$ cat config.mk
export PLATFORM = sky130hd
export DESIGN_NAME = if_id_pipe_reg
export DESIGN_NICKNAME = d
export VERILOG_FILES = /design/src/rtl/if_id_pkg.sv /design/src/rtl/if_id_pipe_reg_ctrl.sv /design/src/rtl/if_id_pipe_reg.sv
export SDC_FILE = /design/constraint.sdc
export NUM_CORES = 1
export LEC_CHECK = 0
export CAP_MARGIN = 15
export CORE_MARGIN = 3
export CORE_UTILIZATION = 30
export CTS_CLUSTER_SIZE = 30
export DETAILED_ROUTE_END_ITERATION = 10
export DONT_BUFFER_PORTS = 1
export SLEW_MARGIN = 0
export SYNTH_ARGS = -nofsm -noshare
export SYNTH_HDL_FRONTEND = slang
export SYNTH_SLANG_ARGS = --single-unit
$ cat constraint.sdc
create_clock -name clock -period 2.1 [get_ports clock]
set_input_delay 0.42 -clock clock [delete_from_list [all_inputs] [get_ports clock]]
set_output_delay 0.42 -clock clock [all_outputs]
set_load 0.1 [all_outputs]
$ cat src/rtl/if_id_pkg.sv
// if_id_pkg: shared state encoding and default NOP word for the IF/ID pipeline register.
package if_id_pkg;
   typedef enum logic [1:0] {
      ST_EMPTY = 2'd0,
      ST_FULL  = 2'd1,
      ST_SKID2 = 2'd2
   } state_t;
   localparam logic [31:0] NOP_DEFAULT = 32'h0000_0000;
endpackage

$ cat src/rtl/if_id_pipe_reg_ctrl.sv
// pipe_skid_ctrl: width-agnostic valid/ready handshake and occupancy state for a 1- or 2-entry stage.
module pipe_skid_ctrl
   import if_id_pkg::*;
#(
   parameter bit SKID = 1'b1
) (
   input  logic   clock,
   input  logic   reset_n,
   input  logic   flush,
   input  logic   in_valid,
   input  logic   out_ready,
   output logic   in_ready,
   output logic   load_main,
   output logic   load_skid,
   output logic   sel_skid,
   output state_t state
);
   state_t nxt;
   logic   fire_in;
   assign fire_in  = in_valid & in_ready;
   assign sel_skid = state == ST_SKID2;
   always_comb begin
      nxt       = state;
      load_main = 1'b0;
      load_skid = 1'b0;
      if (flush) nxt = ST_EMPTY;
      else
         unique case (state)
            ST_EMPTY: begin
               load_main = fire_in;
               nxt       = fire_in ? ST_FULL : ST_EMPTY;
            end
            ST_FULL:
               if (out_ready) begin
                  load_main = fire_in;
                  nxt       = fire_in ? ST_FULL : ST_EMPTY;
               end else if (fire_in && SKID) begin
                  load_skid = 1'b1;
                  nxt       = ST_SKID2;
               end
            ST_SKID2: begin
               load_main = out_ready;
               nxt       = out_ready ? ST_FULL : ST_SKID2;
            end
            default: nxt = ST_EMPTY;
         endcase
   end
   always_ff @(posedge clock or negedge reset_n)
      if (!reset_n) state <= ST_EMPTY;
      else state <= nxt;
   generate
      if (SKID) begin : g_reg_ready
         // Registered ready breaks the out_ready -> in_ready combinational path.
         logic rdy;
         always_ff @(posedge clock or negedge reset_n)
            if (!reset_n) rdy <= 1'b1;
            else rdy <= nxt != ST_SKID2;
         assign in_ready = rdy;
      end else begin : g_comb_ready
         assign in_ready = out_ready | (state == ST_EMPTY);
      end
   endgenerate
endmodule

$ cat src/rtl/if_id_pipe_reg.sv
// if_id_pipe_reg: IF->ID pipeline register with valid/ready handshake, optional skid entry,
// synchronous flush and a saturating stall-cycle counter.
module if_id_pipe_reg
   import if_id_pkg::*;
#(
   parameter int                   PC_W      = 32,
   parameter int                   INSTR_W   = 32,
   parameter logic [INSTR_W-1:0]   NOP_INSTR = INSTR_W'(NOP_DEFAULT),
   parameter bit                   SKID      = 1'b1,
   parameter int                   CNT_W     = 16
) (
   input  logic               clock,
   input  logic               reset_n,
   input  logic               flush,
   input  logic               in_valid,
   output logic               in_ready,
   input  logic [PC_W-1:0]    pc_add_out,
   input  logic [INSTR_W-1:0] im_out,
   output logic               out_valid,
   input  logic               out_ready,
   output logic [PC_W-1:0]    IF_ID_pc_add_out,
   output logic [INSTR_W-1:0] IF_ID_im_out,
   output logic [CNT_W-1:0]   stall_cnt
);
   localparam logic [CNT_W-1:0] CNT_MAX = '1;
   state_t               state;
   logic                 load_main, load_skid, sel_skid;
   logic [PC_W-1:0]      skid_pc;
   logic [INSTR_W-1:0]   skid_im;
   pipe_skid_ctrl #(.SKID(SKID)) u_ctrl (
      .clock     (clock),
      .reset_n   (reset_n),
      .flush     (flush),
      .in_valid  (in_valid),
      .out_ready (out_ready),
      .in_ready  (in_ready),
      .load_main (load_main),
      .load_skid (load_skid),
      .sel_skid  (sel_skid),
      .state     (state)
   );
   assign out_valid = state != ST_EMPTY;
   always_ff @(posedge clock or negedge reset_n)
      if (!reset_n) begin
         IF_ID_pc_add_out <= '0;
         IF_ID_im_out     <= NOP_INSTR;
      end else if (flush) begin
         IF_ID_pc_add_out <= '0;
         IF_ID_im_out     <= NOP_INSTR;
      end else if (load_main) begin
         IF_ID_pc_add_out <= sel_skid ? skid_pc : pc_add_out;
         IF_ID_im_out     <= sel_skid ? skid_im : im_out;
      end
   generate
      if (SKID) begin : g_skid
         always_ff @(posedge clock or negedge reset_n)
            if (!reset_n) begin
               skid_pc <= '0;
               skid_im <= NOP_INSTR;
            end else if (flush) begin
               skid_pc <= '0;
               skid_im <= NOP_INSTR;
            end else if (load_skid) begin
               skid_pc <= pc_add_out;
               skid_im <= im_out;
            end
      end else begin : g_noskid
         logic ctrl_unused;
         assign ctrl_unused = load_skid;
         assign skid_pc     = '0;
         assign skid_im     = NOP_INSTR;
      end
   endgenerate
   // Counts hazard-stall cycles; survives flush, only reset clears it.
   always_ff @(posedge clock or negedge reset_n)
      if (!reset_n) stall_cnt <= '0;
      else if (out_valid && !out_ready && !flush && stall_cnt != CNT_MAX) stall_cnt <= stall_cnt + CNT_W'(1);
endmodule
==> results.py, run 1 <==
metrics = {
    "status": {
        "status": "complete, but fails checks",
        "violations": "hold timing",
    },
    "finish": {
        "nFillCells": 2049,
        "final_cells": 1004,
        "seq_area_um2": 3700,
        "nets": 792,
        "area_delta_synth_final_pct": 25.0,
        "diodes": 0,
        "drive_gt1_share_pct": 21.1,
        "multi_input_area_um2": 2380,
    },
    "power": {
        "p_seq_share_pct": 38.0,
        "ir_worst_vdd_mv": 0.893,
        "p_comb_share_pct": 26.7,
        "power_switching_share_pct": 36.7,
        "static-leakage-power_nw": 3.35,
        "power_w": 0.00833,
        "intPower_w": 0.00527,
        "p_sw_w": 0.00306,
        "clock_power_share_pct": 35.3,
        "power.density_nw_per_um2": 1070,
    },
    "sta": {
        "max-slew-margin-rel_pct": 67.8,
        "slew_viol_final": 0,
        "min_period_ns": 1.91,
        "setup_viol": 0,
        "worst_pin_slew_ns": 0.483,
        "finalCritPeriodShare_pct": 90.7,
        "max_freq_mhz": 525,
        "rsz0062_at_grt": "no",
        "hold_violations": 147,
        "finClkSkew_ns": 0.00561,
        "timing.final.ws_setup_ns": 0.194,
        "hold_ws_ns": -0.299,
    },
    "placement": {
        "place_ws_ns": 0.255,
        "dp_hpwl_um": 10100,
        "placedCellCount": 973,
        "gp_congestion": 0.763,
        "port_buffers": 0,
    },
    "worst_setup_path": {
        "r2r_start": "stall_cnt[1]$_DFFE_PN0P_",
        "arrival_ns": 1.49,
        "start_kind": "register",
        "worstPathRequired_ns": 1.68,
        "r2r-end": "stall_cnt[14]$_DFFE_PN0P_",
        "reg2reg_slack_ns": 0.25,
        "worst-setup-path-type": "reg -> out",
        "worstSetupStartpoint": "u_ctrl.state[1]$_DFF_PN0_",
        "r2r_cells": 5,
        "worstSetupEndpointType": "primary output",
        "crit_fanout": 6,
    },
    "global_route": {
        "grt_pass1_vias": 4864,
        "antenna_found_initial": 0,
        "grt-ovfl-total": 0,
        "grt_pass1_wl_um": 26000,
        "grt_max_degree": 148,
        "grt_use_total_pct": 14.6,
    },
    "die": {
        "die-area_um2": 22500,
        "initial_core_util_pct": 30.6,
        "num_rows": 52,
        "core_area_um2": 20300,
        "die_y_um": 150,
        "io-pin-count": 151,
        "fp.dieW_um": 150,
    },
    "clocking": {
        "clk_path_buf_depth": 2,
        "postCtsSetupBuffers": 0,
        "cts_tree": "done",
        "clock_latency_ns": 0.41,
        "cts.sinks": 147,
        "htree_levels": 4,
        "tritoncts.num_buffers": 17,
        "clk_pin_slew_ns": 0.06,
        "root_buffer": "clkbuf_16",
    },
    "route": {
        "firstDrtPassIters": 4,
        "routedWlPerCell_um": 16.0,
        "drtIter0Drc": 254,
        "routed_wl_um": 16100,
        "via_per_inst": 4.79,
        "drc": 0,
        "vias": 4814,
        "ant_nets": 0,
    },
    "min_path": {
        "hold_class": "in -> async",
    },
    "yosys": {
        "ys_types": 35,
        "avgSynthCellArea_um2": 9.47,
        "syn_inst": 656,
        "seq_area_frac_synth_pct": 59.2,
        "netlist_area_um2": 6210,
        "yosysWarningCount": 0,
        "synth-seq-cells": 147,
        "syn-num-nets": 726,
    },
    "flow_run": {
        "drv_cap": 0,
    },
}
cells by family after synthesis:
logic type,after synthesis,share of synthesized area [%]
flip-flops,147,59.2
AND/OR/NAND/NOR,244,16.3
adder cells (fa/ha/maj),1,0.201
XOR/XNOR,14,1.97
multiplexers,3,0.524
AO/OA/AOI/OAI,196,18.5
buffers and inverters,51,3.28
through the flow:
| step | area, um2 | setup TNS, ns | utilization [%] |
|---|---|---|---|
| global route | 7760 | 0 | 38.3 |
| global placement | 7190 | 0 | 35.4 |
| CTS | 7760 | 0 | 38.2 |
| finish | 7760 | 0 | 38.3 |
| floorplan | 6250 | -0.0485 | - |
| detailed placement | 7190 | 0 | 35.4 |
cells in the final DEF, fill, tap and decap left out, types with 2 or more instances in the layout:
cell	instances
a21oi_1	65
a22oi_1	64
and3_1	4
buf_12	3
buf_4	92
clkbuf_16	17
clkbuf_8	5
clkinv_2	3
clkinvlp_4	4
dfrtp_1	130
dfrtp_2	14
dfrtp_4	2
inv_1	2
mux2_2	2
nand2_1	200
nand3_1	4
nand4_1	4
nor2_1	6
nor2b_1	2
nor3_1	5
nor3b_1	2
nor4_1	4
o21ai_0	64
xnor2_1	2
xor2_1	12
cells in the mapped netlist, drive strengths merged:
cell	n	area (um2)
a21o	1	7.51
a21oi	65	325
a22oi	64	480
and2	2	12.5
and3	4	25.0
and3b	1	8.76
buf	7	38.8
clkbuf	41	154
dfrtp	146	3650
dfstp	1	26.3
ha	1	12.5
inv	3	11.3
mux2	2	22.5
mux2i	1	10.0
nand2	201	754
nand3	4	20.0
nand4	4	25.0
nor2	8	30.0
nor2b	3	18.8
nor3	5	25.0
nor3b	2	15.0
nor4	5	37.5
nor4b	1	8.76
o21ai	64	320
o22a	1	8.76
o32ai	1	8.76
or2	2	12.5
or3	1	6.26
or4	1	11.3
xnor2	2	17.5
xor2	12	105
critical path, stage by stage (launching register included):
cell	delay, ns
dfrtp_1	0.43
nor2_2	0.26
clkinvlp_4	0.13
buf_4	0.24
state kept, by name, summed over array words and instances, names as in the netlist:
signal,flops
stall_cnt,16
u_ctrl.state,2
skid_im,32
IF_ID_im_out,32
skid_pc,32
IF_ID_pc_add_out,32
u_ctrl.in_ready,1
cell type report:
class                      count  area share, %
clock buffer                  23           6.41
clock inverter                 8          0.983
inverter                       3          0.193
multi-input combinational    458           30.7
sequential                   147           47.7
tap                          270           4.35
timing repair buffer          95           9.67
how the worst max path moves through the flow:
stage / end / slack, ns / cells past startpoint
after global routing: out_valid / 0.10 / 3
final: out_valid / 0.19 / 3
after floorplan: stall_cnt[14]$_DFFE_PN0P_ / -0.03 / 5
after global placement: stall_cnt[14]$_DFFE_PN0P_ / 0.28 / 5
after detailed placement: stall_cnt[14]$_DFFE_PN0P_ / 0.26 / 5
after CTS: out_valid / 0.05 / 3
layer usage:
layer	global-route usage, %	wire [um]	share of wire [%]	up-vias
li1	-	-	-	2381
met1	18.4	7040	44	2281
met3	6.90	1650	10	13
met2	22.5	7210	45	139
met5	0	0	0	-
met4	4.12	175	1.1	0
repair_timing:
action	in CTS	in global routing
resized for setup	0	1
setup endpoints to repair	0	1
endpoints found under the hold margin	147	147
power groups by stage:
| stage | sequential [W] | combinational [W] | clock (W) |
|---|---|---|---|
| floorplan | 0.00459 | 0.000408 | 0 |
| global placement | 0.00321 | 0.00223 | 0 |
| detailed placement | 0.00322 | 0.00224 | 0 |
| CTS | 0.00317 | 0.00224 | 0.00306 |
| global route | 0.00319 | 0.00234 | 0.00318 |
| finish | 0.00317 | 0.00222 | 0.00294 |
Power figures use the tool's default switching activity.
==> inputs of run 2 (changes only) <==
--- a/config.mk
+++ b/config.mk
@@ -6,11 +6,12 @@
 export NUM_CORES = 1
 export LEC_CHECK = 0
 export CAP_MARGIN = 15
-export CORE_MARGIN = 3
+export CORE_MARGIN = 5
 export CORE_UTILIZATION = 30
 export CTS_CLUSTER_SIZE = 30
 export DETAILED_ROUTE_END_ITERATION = 10
 export DONT_BUFFER_PORTS = 1
+export PLACE_DENSITY_LB_ADDON = 0.3
 export SLEW_MARGIN = 0
 export SYNTH_ARGS = -nofsm -noshare
 export SYNTH_HDL_FRONTEND = slang
==> results.py, run 2 (synthesis results as in run 1) <==
metrics = {
    "die": {
        "initial_core_util_pct": 30.6,
        "fp.dieW_um": 154,
        "die-area_um2": 23700,
        "num_rows": 52,
        "die_y_um": 154,
        "core_area_um2": 20300,
        "io-pin-count": 151,
    },
    "power": {
        "static-leakage-power_nw": 3.36,
        "power.density_nw_per_um2": 1080,
        "ir_worst_vdd_mv": 0.758,
        "power_w": 0.00839,
        "p_seq_share_pct": 37.8,
        "p_comb_share_pct": 26.5,
        "intPower_w": 0.00527,
        "clock_power_share_pct": 35.6,
        "power_switching_share_pct": 37.2,
        "p_sw_w": 0.00312,
    },
    "sta": {
        "rsz0062_at_grt": "no",
        "hold_ws_ns": -0.295,
        "finClkSkew_ns": 0.00629,
        "slew_viol_final": 0,
        "min_period_ns": 1.93,
        "max-slew-margin-rel_pct": 67.2,
        "max_freq_mhz": 519,
        "setup_viol": 0,
        "worst_pin_slew_ns": 0.491,
        "hold_violations": 146,
        "setup_tns_ns": 0,
        "finalCritPeriodShare_pct": 91.7,
    },
    "worst_setup_path": {
        "r2r_cells": 5,
        "slowest_stage": "dfrtp_1",
        "worstSetupEndpointType": "primary output",
        "worstPathRequired_ns": 1.68,
        "worst-setup-path-type": "reg -> out",
        "crit_fanout": 6,
        "cpLargestDelayFamily": "flip-flops",
        "start_kind": "register",
        "r2r_start": "u_ctrl.state[1]$_DFF_PN0_",
        "crit_path_cell_trace": "nor2_2 -> clkinvlp_4 -> buf_4",
        "cp_num_buf_inv": 2,
        "arrival_ns": 1.51,
        "reg2reg_slack_ns": 0.19,
        "r2r-end": "IF_ID_pc_add_out[5]$_DFFE_PN0P_",
        "slowest_delay_ns": 0.43,
    },
    "clocking": {
        "root_buffer": "clkbuf_16",
        "cts.sinks": 147,
        "cts_tree": "done",
        "clk_pin_slew_ns": 0.06,
        "htree_levels": 4,
        "tritoncts.num_buffers": 17,
        "clk_path_buf_depth": 2,
        "clock_latency_ns": 0.41,
    },
    "finish": {
        "drive_gt1_share_pct": 21.1,
        "nets": 791,
        "final_cell_area_um2": 7770,
        "layout_common_cells": "200 x nand2_1, 130 x dfrtp_1, 90 x buf_4",
        "area_delta_synth_final_pct": 25.1,
        "final_common_cell": "nand2_1",
        "diodes": 0,
    },
    "route": {
        "drtIter0Drc": 225,
        "routedWlPerCell_um": 16.6,
        "firstDrtPassIters": 5,
        "routed_wl_um": 16600,
        "via_per_inst": 4.91,
        "vias": 4926,
        "drc": 0,
        "ant_nets": 0,
    },
    "global_route": {
        "grt_pass1_vias": 5099,
        "antenna_found_initial": 0,
        "grt_use_total_pct": 14.2,
        "grt_pass1_wl_um": 27000,
        "grt-ovfl-total": 0,
        "grt_max_degree": 148,
    },
    "status": {
        "violations": "hold timing",
        "status": "complete, but fails checks",
    },
    "placement": {
        "placed_cell_area_um2": 7190,
        "dp_hpwl_um": 10900,
        "port_buffers": 0,
        "gp_congestion": 0.777,
    },
    "flow_run": {
        "drv_cap": 0,
    },
    "min_path": {
        "hold_class": "in -> async",
    },
}
[run 2: final cells by class]
class | count | area (um2)
clock inverters | 13 | 131
repair buffers | 94 | 756
clock buffers | 19 | 443
multi-input cells | 458 | 2380
fillers | 2051 | 12500
well taps | 270 | 338
flip-flops and latches | 147 | 3700
inverters | 3 | 15.0
[run 2: what timing repair did]
action / 4_1_cts / 5_1_grt
endpoints found under the setup margin: 0 / 1
endpoints found under the hold margin: 147 / 147
setup buffers: 0 / 0
resized for setup: 0 / 1
[run 2: worst max-delay path by stage]
| stage | start | cells past startpoint | slack [ns] | to |
|---|---|---|---|---|
| after global placement | stall_cnt[1]$_DFFE_PN0P_ | 5 | 0.27 | stall_cnt[14]$_DFFE_PN0P_ |
| after detailed placement | u_ctrl.state[1]$_DFF_PN0_ | 5 | 0.23 | IF_ID_pc_add_out[5]$_DFFE_PN0P_ |
| after global routing | u_ctrl.state[1]$_DFF_PN0_ | 5 | 0.07 | IF_ID_pc_add_out[0]$_DFFE_PN0P_ |
| final | u_ctrl.state[1]$_DFF_PN0_ | 3 | 0.17 | out_valid |
| after floorplan | stall_cnt[0]$_DFFE_PN0P_ | 5 | -0.03 | stall_cnt[14]$_DFFE_PN0P_ |
| after CTS | u_ctrl.state[1]$_DFF_PN0_ | 3 | 0.005 | out_valid |
[run 2: power groups by stage]
stage / clock, W / combinational, W / sequential (W)
after global placement: 0 / 0.00222 / 0.00322
after detailed placement: 0 / 0.00225 / 0.00323
final: 0.00299 / 0.00223 / 0.00317
after global routing: 0.00321 / 0.00234 / 0.00320
after CTS: 0.00309 / 0.00225 / 0.00317
after floorplan: 0 / 0.000408 / 0.00459
[run 2: layer usage]
metal,vias to the layer above,GRT usage [%],part of all wire [%]
met4,0,3.95,1.0
met5,-,0,0
li1,2379,-,-
met1,2405,17.5,42
met2,129,23.1,48
met3,13,5.73,8.8
[run 2: stage by stage]
stage	utilization (%)	cells	hold slack, ns	setup WS (ns)
global route	38.3	1004	-0.329	0.0734
floorplan	-	656	0.124	-0.0314
detailed placement	35.4	972	0.130	0.232
finish	38.3	1004	-0.295	0.174
global placement	35.4	972	0.132	0.275
CTS	38.3	1004	-0.323	0.00457
